<file path="config.mk">
export PLATFORM = sky130hd
export DESIGN_NAME = sync_down_counter
export DESIGN_NICKNAME = d
export VERILOG_FILES = /design/src/rtl/sync_down_counter_pkg.sv /design/src/rtl/sync_down_counter_down_tff_cell.sv /design/src/rtl/sync_down_counter.sv
export SDC_FILE = /design/constraint.sdc
export NUM_CORES = 1
export LEC_CHECK = 0
export CAP_MARGIN = 5
export CORE_AREA = 4 4 41 43
export CTS_BUF_LIST = sky130_fd_sc_hd__clkbuf_4 sky130_fd_sc_hd__clkbuf_8
export CTS_CLUSTER_DIAMETER = 80
export DETAILED_ROUTE_END_ITERATION = 8
export DIE_AREA = 0 0 45 47
export GPL_TIMING_DRIVEN = 0
export PLACE_DENSITY_LB_ADDON = 0.15
export SLEW_MARGIN = 20
export SYNTH_ARGS = -nofsm -noshare
export SYNTH_HDL_FRONTEND = slang
export SYNTH_HIERARCHICAL = 1
export SYNTH_SLANG_ARGS = --single-unit
</file>
<file path="constraint.sdc">
create_clock -name clk -period 3.3 [get_ports clk]
set_clock_uncertainty 0.05 [all_clocks]
set_input_delay 0.33 -clock clk [delete_from_list [all_inputs] [get_ports clk]]
set_output_delay 0.33 -clock clk [all_outputs]
set_load 0.03 [all_outputs]
</file>
<file path="src/rtl/sync_down_counter_pkg.sv">
// Shared types and constants for the loadable down counter.
package sync_down_counter_pkg;

  // Control FSM states.
  typedef enum logic [1:0] {
    IDLE = 2'b00,
    RUN  = 2'b01,
    DONE = 2'b10
  } state_e;

  // Operating modes captured alongside a load.
  localparam logic MODE_ONESHOT  = 1'b0;
  localparam logic MODE_PERIODIC = 1'b1;

endpackage

</file>
<file path="src/rtl/sync_down_counter_down_tff_cell.sv">
// One bit of the down-counter datapath: a toggle flop with synchronous
// clear and parallel load, updating on the falling clock edge.
module down_tff_cell
  import sync_down_counter_pkg::*;
(
  input  logic clk,
  input  logic reset,
  input  logic t,
  input  logic ld,
  input  logic d,
  output logic q
);

  logic q_q;

  // Clear beats load, load beats toggle.
  always_ff @(negedge clk) begin
    if (reset) begin
      q_q <= 1'b0;
    end else if (ld) begin
      q_q <= d;
    end else if (t) begin
      q_q <= ~q_q;
    end
  end

  assign q = q_q;

endmodule

</file>
<file path="src/rtl/sync_down_counter.sv">
// Loadable synchronous down counter with terminal-count pulse and a
// one-shot / periodic control FSM. All state changes on the falling edge.
// Optional cascade ports (cin/cout) are enabled by defining the macro
// SYNC_DOWN_COUNTER_CASCADE_EN.
module sync_down_counter
  import sync_down_counter_pkg::*;
#(
  parameter int WIDTH = 3
) (
  input  logic             clk,
  input  logic             reset,
  input  logic             en,
  input  logic             load,
  input  logic [WIDTH-1:0] load_val,
  input  logic             mode,
`ifdef SYNC_DOWN_COUNTER_CASCADE_EN
  input  logic             cin,
  output logic             cout,
`endif
  output logic [WIDTH-1:0] q,
  output logic             tc,
  output logic             busy
);

  state_e           state_q, state_d;
  logic [WIDTH-1:0] reload_q;
  logic             mode_q;
  logic             tc_q, tc_d;

  logic             cnt_en;
  logic             is_run;
  logic             q_zero;
  logic             q_one;
  logic             step_dec;
  logic             reload_hit;
  logic             bit_ld;
  logic [WIDTH-1:0] bit_d;
  logic [WIDTH-1:0] zero_below;
  logic [WIDTH-1:0] q_bits;

`ifdef SYNC_DOWN_COUNTER_CASCADE_EN
  assign cnt_en = en & cin;
`else
  assign cnt_en = en;
`endif

  assign is_run = (state_q == RUN);
  assign q_zero = ~|q_bits;
  assign q_one  = (q_bits == WIDTH'(1));

  // A decrement happens only in RUN with a nonzero count and no load;
  // at zero a periodic counter reloads instead of wrapping.
  assign step_dec   = ~load & is_run & cnt_en & ~q_zero;
  assign reload_hit = ~load & is_run & cnt_en & q_zero & (mode_q == MODE_PERIODIC);

  assign bit_ld = load | reload_hit;
  assign bit_d  = load ? load_val : reload_q;

  // Borrow lookahead: bit i toggles when every lower bit is zero.
  assign zero_below[0] = 1'b1;

  genvar gi;
  generate
    for (gi = 1; gi < WIDTH; gi++) begin : g_borrow
      assign zero_below[gi] = zero_below[gi-1] & ~q_bits[gi-1];
    end
    for (gi = 0; gi < WIDTH; gi++) begin : g_cell
      down_tff_cell u_cell (
        .clk   (clk),
        .reset (reset),
        .t     (step_dec & zero_below[gi]),
        .ld    (bit_ld),
        .d     (bit_d[gi]),
        .q     (q_bits[gi])
      );
    end
  endgenerate

  // Reload value and mode are captured only by a load.
  always_ff @(negedge clk) begin
    if (reset) begin
      reload_q <= '0;
      mode_q   <= MODE_ONESHOT;
    end else if (load) begin
      reload_q <= load_val;
      mode_q   <= mode;
    end
  end

  // State and terminal-count registers.
  always_ff @(negedge clk) begin
    if (reset) begin
      state_q <= IDLE;
      tc_q    <= 1'b0;
    end else begin
      state_q <= state_d;
      tc_q    <= tc_d;
    end
  end

  // Next-state and terminal-count decode.
  always_comb begin
    state_d = state_q;
    tc_d    = 1'b0;
    if (load) begin
      state_d = (load_val != '0) ? RUN : IDLE;
    end else begin
      case (state_q)
        RUN: begin
          if (cnt_en) begin
            if (q_one) begin
              tc_d = 1'b1;
              if (mode_q == MODE_ONESHOT) begin
                state_d = DONE;
              end
            end else if (q_zero && (mode_q == MODE_ONESHOT)) begin
              // Unreachable in normal use; park rather than wrap.
              state_d = DONE;
            end
          end
        end
        IDLE:    state_d = IDLE;
        DONE:    state_d = DONE;
        default: state_d = IDLE;
      endcase
    end
  end

  assign q    = q_bits;
  assign tc   = tc_q;
  assign busy = is_run;

`ifdef SYNC_DOWN_COUNTER_CASCADE_EN
  assign cout = cnt_en & is_run & q_zero;
`endif

endmodule
</file>
-- Word level (Yosys, flattened, before mapping)
Index checks and enable logic that the tools add are counted.
- memories kept: 0
- memory bits (writable): 0
- word-level logic and storage cells: 53
- bits of input ports: 8
- bits in registers: 10
- ROM bits: 0
- bits in latches: 0
- order comparisons: 0
- divide/modulo/power cells: 0
- reductions and logical operators: 9
- equality and inequality tests: 6
- shift-type cells: 0
- multiply operators: 0
- bitwise operators: 16
- multiplexer cells: 15
- add/sub/neg operators: 0
- operators with widths (cell ; count):
    $mux W2 ; 5
    $and A1 B1 Y1 ; 8
    $mux W1 ; 8
    $not A1 Y1 ; 7
    $reduce_bool A2 Y1 ; 3
    $ne A4 B2 Y1 const B ; 1
    $ne A4 B4 Y1 const B ; 1
    $pmux W2 S2 ; 1
    $reduce_or A4 Y1 ; 1
    $eq A3 B1 Y1 const B ; 1
    $mux W3 ; 1
    $ne A3 B3 Y1 const B ; 1
    $reduce_and A3 Y1 ; 1
    $reduce_bool A3 Y1 ; 1
    $reduce_or A3 Y1 ; 1
    $eq A2 B1 Y1 const B ; 1
    $eq A2 B2 Y1 const B ; 1
    $logic_and A1 B1 Y1 ; 1
    $logic_not A1 Y1 ; 1
    $or A1 B1 Y1 ; 1

-- Longest topological paths before layout
Gate-level depths: netlist (run 1).
- depth after elaboration: 8
- gate-level depth with buffers: 6
- depth with buffers taken out: 6

-- Modules after synthesis
Netlist (run 1), hierarchy kept.
- modules (own cells, without submodules) (module ; sequential area each (sq um) ; times used ; area an instance (sq um) ; cells each):
    sync_down_counter ; 140.1 ; 1 ; 359.1 ; 36
    down_tff_cell ; 20.0 ; 3 ; 55.1 ; 6

==> results of run 1 <==
## metrics by stage
step	TNS [ns]	util [%]	instance area, µm²
finish	0	53.8	701
global route	0	53.8	701
CTS	0	54.1	704
detailed placement	-0.655	51.0	663
global placement	-0.626	51.0	663
floorplan	0	-	524
## layer usage
| metal | global-route usage [%] | wire length, µm | vias to the layer above | part of all wire, % |
|---|---|---|---|---|
| met5 | 0 | 0 | - | 0 |
| met4 | 7.02 | 7 | 0 | 0.71 |
| met3 | 6.90 | 81 | 2 | 8.3 |
| met2 | 17.2 | 455 | 10 | 46 |
| met1 | 12.7 | 435 | 203 | 44 |
| li1 | - | - | 232 | - |
## worst paths after layout
kind                       from    endpoint  slack [ns]  cells past startpoint
min                  state_q[1]  state_q[1]        0.43                      2
max reg2reg  g_cell[1].u_cell/q  state_q[1]        1.80                      3
max          g_cell[0].u_cell/q        q[0]        0.11                      1
min reg2reg          state_q[1]  state_q[1]        0.43                      2
## power breakdown
part / switching (mW) / internal (mW)
logic: 0.0272 / 0.0278
registers: 0.00579 / 0.129
clock network: 0.0664 / 0.0579
## cell families after synthesis
family	count (synthesis)	share of synthesized area (%)
xor+xnor	3	5.01
fa+ha+maj	1	2.39
simple gates	19	22.7
buf+inv	9	7.88
compound gates	8	15.5
mux	4	8.35
flops	10	38.2
## sequential cells by signal, indices dropped and copies added, names as in the netlist
signal,cells
g_cell.u_cell/q,3
reload_q,3
state_q,2
mode_q,1
tc,1
## synth_stat cells, drive strengths merged (2+ instances only)
master  number
a211oi       3
dfxtp       10
inv          8
mux2         3
nand2b       2
nor2         3
nor2b        6
nor3         2
nor4         2
o31ai        2
xnor2        3
## layout make-up
cell class	count	area [µm²]	share of cell area [%]
buffer	1	11.3	1.61
clock buffer	3	22.5	3.21
clock inverter	10	37.5	5.36
inverter	4	15.0	2.14
multi-input combinational	35	283	40.4
sequential	10	200	28.6
tap	15	18.8	2.68
timing repair buffer	12	113	16.1
==> key figures, run 1 <==
Die
  • Core area: ~0.0013 mm²
  • Starting Density: 40.3%
  • Ports: 13
  • Chip width: 45 µm
  • Die Y: 47 µm
  • Die Area: 0.00212 mm²
  • FP Rows: 13

Hold path
  • Worst Hold Class: reg -> reg

Final layout
  • Most frequent cells in the layout: inv_1 (14), dfxtp_1 (10), nor2b_1 (6), clkdlybuf4s50_1 (6), dlygate4sd2_1 (4)
  • Nets: 86
  • Layout filler cell count: 147
  • Ant diodes: 0
  • Area grow syn2layout: 33.7%
  • Layout cells sized above 1: 16.0%
  • Fin cells: 90
  • Commonest non-fill, non-tap cell in the layout: inv_1

Logic synthesis
  • Ys flop type: dfxtp_1
  • Synth cell types: 22
  • Share of the synthesized area in the top cell type: 38.2%
  • Netlist Area Pre-Place: 524 µm²
  • Syn. warnings: 6
  • Syn_nets: 63
  • Post-synth EDFFs: 0
  • Area leader, netlist: dfxtp_1
  • Syn Area/Cell: 9.71 µm²
  • Register area share after synthesis: 38.2%
  • Synthesized instance count: 54
  • Seq cells post-synth: 10
  • Async SR Flop Fraction: 0%
  • Synth top area cells: dfxtp_1 (38%), a211oi_2 (7.2%), nor2b_1 (7.2%), inv_1 (5.7%), xnor2_1 (5.0%)

Setup path
  • Slowest stage delay, CP: 0.43 ns
  • Crit Path Category: reg -> out
  • Worst Path Arrival: 2.81 ns
  • Slowest-stage cell, CP: dlygate4sd2_1
  • Critical path, cell by cell: dlygate4sd2_1
  • CP max FO: 6
  • CP required: between 2 and 3 ns
  • Bufs and invs on worst path: 1
  • Critical path's top delay family: buffers and inverters
  • Startpoint Class: register
  • Endpoint class of the critical path: primary output

Drt
  • Vias: 447
  • First-pass DRT Iterations: 4
  • Remaining antenna violation count after routing: 0
  • Post-DR wirelength/cell: 10.9 µm
  • Routed WL: 980 µm
  • DRT iter0 DRCs: 4
  • Via/cell ratio: a little under 5
  • Drt drc: 0

Flow run
  • MaxCap Viol Count: 0

Timing
  • Worst-Margin Slew: 0.478 ns
  • RSZ-0062 raised after global routing: no
  • Hold Fails Final Rpt: 0
  • Max_slew headroom: ~68%
  • Final number of setup-violating endpoints: 0
  • Slew Viols, Final: 0
  • Fin worst setup slack: 0.113 ns
  • Hold slack: roughly 0.43 ns

CTS
  • H-tree levels: 1
  • Setup bufs post-CTS: 0
  • CTS Buf Count: 3
  • CTS clk-pin slew, worst paths: 0.03 ns
  • Clock tree from TritonCTS: done
  • CTS max path bufs: 2
  • Sink Count: 10
  • Post-CTS Resized: 7
  • Clk_lat worst skew: 0.32 ns
  • Cts hold-fix bufs: 0
  • Clock root cell: clkbuf_4

Place
  • Setup WS pre-CTS: -0.278 ns
  • PortBufs: 12
  • HPWL after DPL: 750 µm
  • Gpl congestion: 0.685
  • Inst Count DP: 81

Global route
  • First-pass GRT wire length: 1.74 mm
  • Initial antenna violation count: 0
  • GR Overflow Total: 0
  • Tot GR Track Use: between 10 and 15%
  • Largest net degree at the start of global routing: 13
  • Number of global-route vias before repair: about 460

Power and ir drop
  • Lkg Pwr: 0.328 nW
  • P per Cell Area: 448 mW/mm²
  • Peak VDD IR: 0.223 mV
  • Pwr Total: 0.314 mW

Run status
  • Status: finished, final reports clean
No activity file was read; power rests on OpenSTA's default activity.
==> run 2: changes to the inputs <==
--- a/config.mk
+++ b/config.mk
@@ -13,6 +13,7 @@
 export DIE_AREA = 0 0 45 47
 export GPL_TIMING_DRIVEN = 0
 export PLACE_DENSITY_LB_ADDON = 0.15
+export SETUP_SLACK_MARGIN = 0.15
 export SLEW_MARGIN = 20
 export SYNTH_ARGS = -nofsm -noshare
 export SYNTH_HDL_FRONTEND = slang
==> key figures, run 2 (same netlist as run 1, synthesis figures left out) <==
Flow run
  • MaxCap Viol Count: 0 (unchanged)

Drt
  • DRT iter0 DRCs: 2 (was 4)
  • Drt drc: 0 (unchanged)
  • First-pass DRT Iterations: 2 (was 4)
  • Post-DR wirelength/cell: 11.0 µm (was 10.9 µm)
  • Vias: 448 (was 447)
  • Remaining antenna violation count after routing: 0 (unchanged)
  • Routed WL: 988 µm (was 980 µm)
  • Via/cell ratio: 4.98 (was 4.97)

Power and ir drop
  • Lkg Pwr: 0.312 nW (was 0.328 nW)
  • P_int: 0.215 mW (about the same)
  • Sw Pwr: 0.100 mW (was 0.0995 mW)
  • Reg power frac: 42.8% (was 42.9%)
  • Sw frac: 31.8% (was 31.7%)
  • Clk pwr share: 39.5% (was 39.6%)
  • Gate power share: 17.7% (was 17.5%)
  • P per Cell Area: 448 mW/mm² (about the same)
  • Peak VDD IR: 0.223 mV (about the same)

Global route
  • First-pass GRT wire length: 1.74 mm (unchanged)
  • Number of global-route vias before repair: 456 (unchanged)
  • Initial antenna violation count: 0 (unchanged)
  • GR Overflow Total: 0 (unchanged)
  • Tot GR Track Use: 11.6% (unchanged)
  • Largest net degree at the start of global routing: 13 (unchanged)

Setup path
  • Slowest stage delay, CP: 0.29 ns (was 0.43 ns)
  • CP required: 2.92 ns (about the same)
  • Startpoint Class: register (unchanged)
  • Endpoint class of the critical path: primary output (unchanged)
  • Crit Path Category: reg -> out (unchanged)
  • Slowest-stage cell, CP: dfxtp_1 (was dlygate4sd2_1)
  • Critical path, cell by cell: inv_1 -> ha_2 -> clkbuf_4 (was dlygate4sd2_1)
  • CP max FO: 5 (was 6)
  • Critical path's top delay family: flip-flops (was buffers and inverters)
  • Bufs and invs on worst path: 2 (was 1)
  • Worst Path Arrival: 2.74 ns (was 2.81 ns)

CTS
  • Clock root cell: clkbuf_4 (unchanged)
  • Sink Count: 10 (unchanged)
  • CTS max path bufs: 2 (unchanged)
  • CTS clk-pin slew, worst paths: 0.03 ns (about the same)
  • Clock tree from TritonCTS: done (unchanged)
  • H-tree levels: 1 (unchanged)
  • CTS Buf Count: 3 (unchanged)
  • Clk_lat worst skew: 0.32 ns (about the same)

Place
  • PortBufs: 12 (unchanged)
  • Inst Count DP: 81 (unchanged)
  • Gpl congestion: 0.685 (unchanged)
  • HPWL after DPL: 750 µm (unchanged)

Final layout
  • Most frequent cells in the layout: inv_1 (14), dfxtp_1 (10), nor2b_1 (6), clkdlybuf4s50_1 (6), clkbuf_4 (4) (was inv_1 (14), dfxtp_1 (10), nor2b_1 (6), clkdlybuf4s50_1 (6), dlygate4sd2_1 (4))
  • Fin cells: 90 (unchanged)
  • Nets: 86 (unchanged)
  • Commonest non-fill, non-tap cell in the layout: inv_1 (unchanged)
  • Ant diodes: 0 (unchanged)
  • Multi-input gate area: 292 µm² (was 283 µm²)
  • Layout filler cell count: 149 (was 147)
  • Storage cell area: 200 µm² (unchanged)
  • Area grow syn2layout: 34.1% (was 33.7%)
  • Layout cells sized above 1: 22.7% (was 16.0%)

Die
  • Chip width: 45 µm (unchanged)
  • FP Rows: 13 (unchanged)
  • Die Y: 47 µm (unchanged)
  • Die Area: 0.00212 mm² (unchanged)
  • Ports: 13 (unchanged)
  • Core area: 0.00130 mm² (unchanged)
  • Starting Density: 40.3% (unchanged)

Timing
  • Final number of setup-violating endpoints: 0 (unchanged)
  • Hold slack: 0.433 ns (was 0.432 ns)
  • Max_slew headroom: 68.4% (was 68.1%)
  • Hold Fails Final Rpt: 0 (unchanged)
  • Slew Viols, Final: 0 (unchanged)
  • RSZ-0062 raised after global routing: yes (was no)
  • Worst-Margin Slew: 0.473 ns (was 0.478 ns)

Run status
  • Status: finished, final reports clean (unchanged)

Hold path
  • Worst Hold Class: reg -> reg (unchanged)
==> run 2: cell types whose count changed in the layout (fill, tap and decap cells not counted), sizes merged <==
cell           delta
buf               +1
clkbuf            +1
dlymetal6s2s      -1
dlygate4sd2       -2
clkdlybuf4s15     +1
==> run 2: repair_timing <==
item | CTS | global route
hold buffers | 0 | 0
endpoints found under the setup margin | 6 | 5
resized for setup | 14 | 9
setup buffers | 0 | 0
==> run 2: power by group through the flow <==
stage / logic, mW / clock network (mW) / registers, mW
finish: 0.0558 / 0.124 / 0.135
floorplan: 0.0306 / 0.0264 / 0.141
global placement: 0.0579 / 0.0264 / 0.136
CTS: 0.0574 / 0.131 / 0.135
detailed placement: 0.0587 / 0.0264 / 0.137
global route: 0.0623 / 0.139 / 0.136
==> run 2: cell type report <==
class | instances | area share, %
flip-flops and latches | 10 | 28.5
repair buffers | 12 | 15.1
clock buffers | 3 | 3.20
plain buffers | 1 | 1.60
inverters | 4 | 2.14
well taps | 15 | 2.67
clock inverters | 10 | 5.34
multi-input cells | 35 | 41.5
==> run 2: per-stage QoR <==
| stage | power, mW | setup WS [ns] | TNS, ns | util (%) | instance area [µm²] |
|---|---|---|---|---|---|
| after floorplan | 0.198 | 0.286 | 0 | - | 524 |
| after global placement | 0.221 | -0.268 | -0.626 | 51.0 | 663 |
| after CTS | 0.323 | 0.0377 | 0 | 54.6 | 711 |
| after detailed placement | 0.222 | -0.278 | -0.655 | 51.0 | 663 |
| final | 0.315 | 0.183 | 0 | 54.0 | 703 |
| after global routing | 0.337 | 0.129 | 0 | 54.0 | 703 |
==> run 2: worst min-delay path: cells and delay by family, from the launching register on <==
family	cells	cell delay, ns
buf+inv	1	0.07
compound gates	1	0.07
flops	1	0.29
==> run 2: worst paths after layout <==
kind / depth (start not counted) / startpoint / slack [ns] / endpoint
setup / recovery: 3 / state_q[1] / 0.18 / busy
hold / removal: 2 / state_q[1] / 0.43 / state_q[1]
setup reg to reg: 3 / g_cell[1].u_cell/q / 1.80 / state_q[1]
hold reg to reg: 2 / state_q[1] / 0.43 / state_q[1]
==> run 2: routing by layer <==
layer | vias up | global-route usage (%) | share of wire [%]
met5 | - | 0 | 0
met4 | 0 | 7.02 | 0.71
met3 | 2 | 6.90 | 8.1
met2 | 10 | 17.2 | 47
met1 | 205 | 12.7 | 44
li1 | 231 | - | -
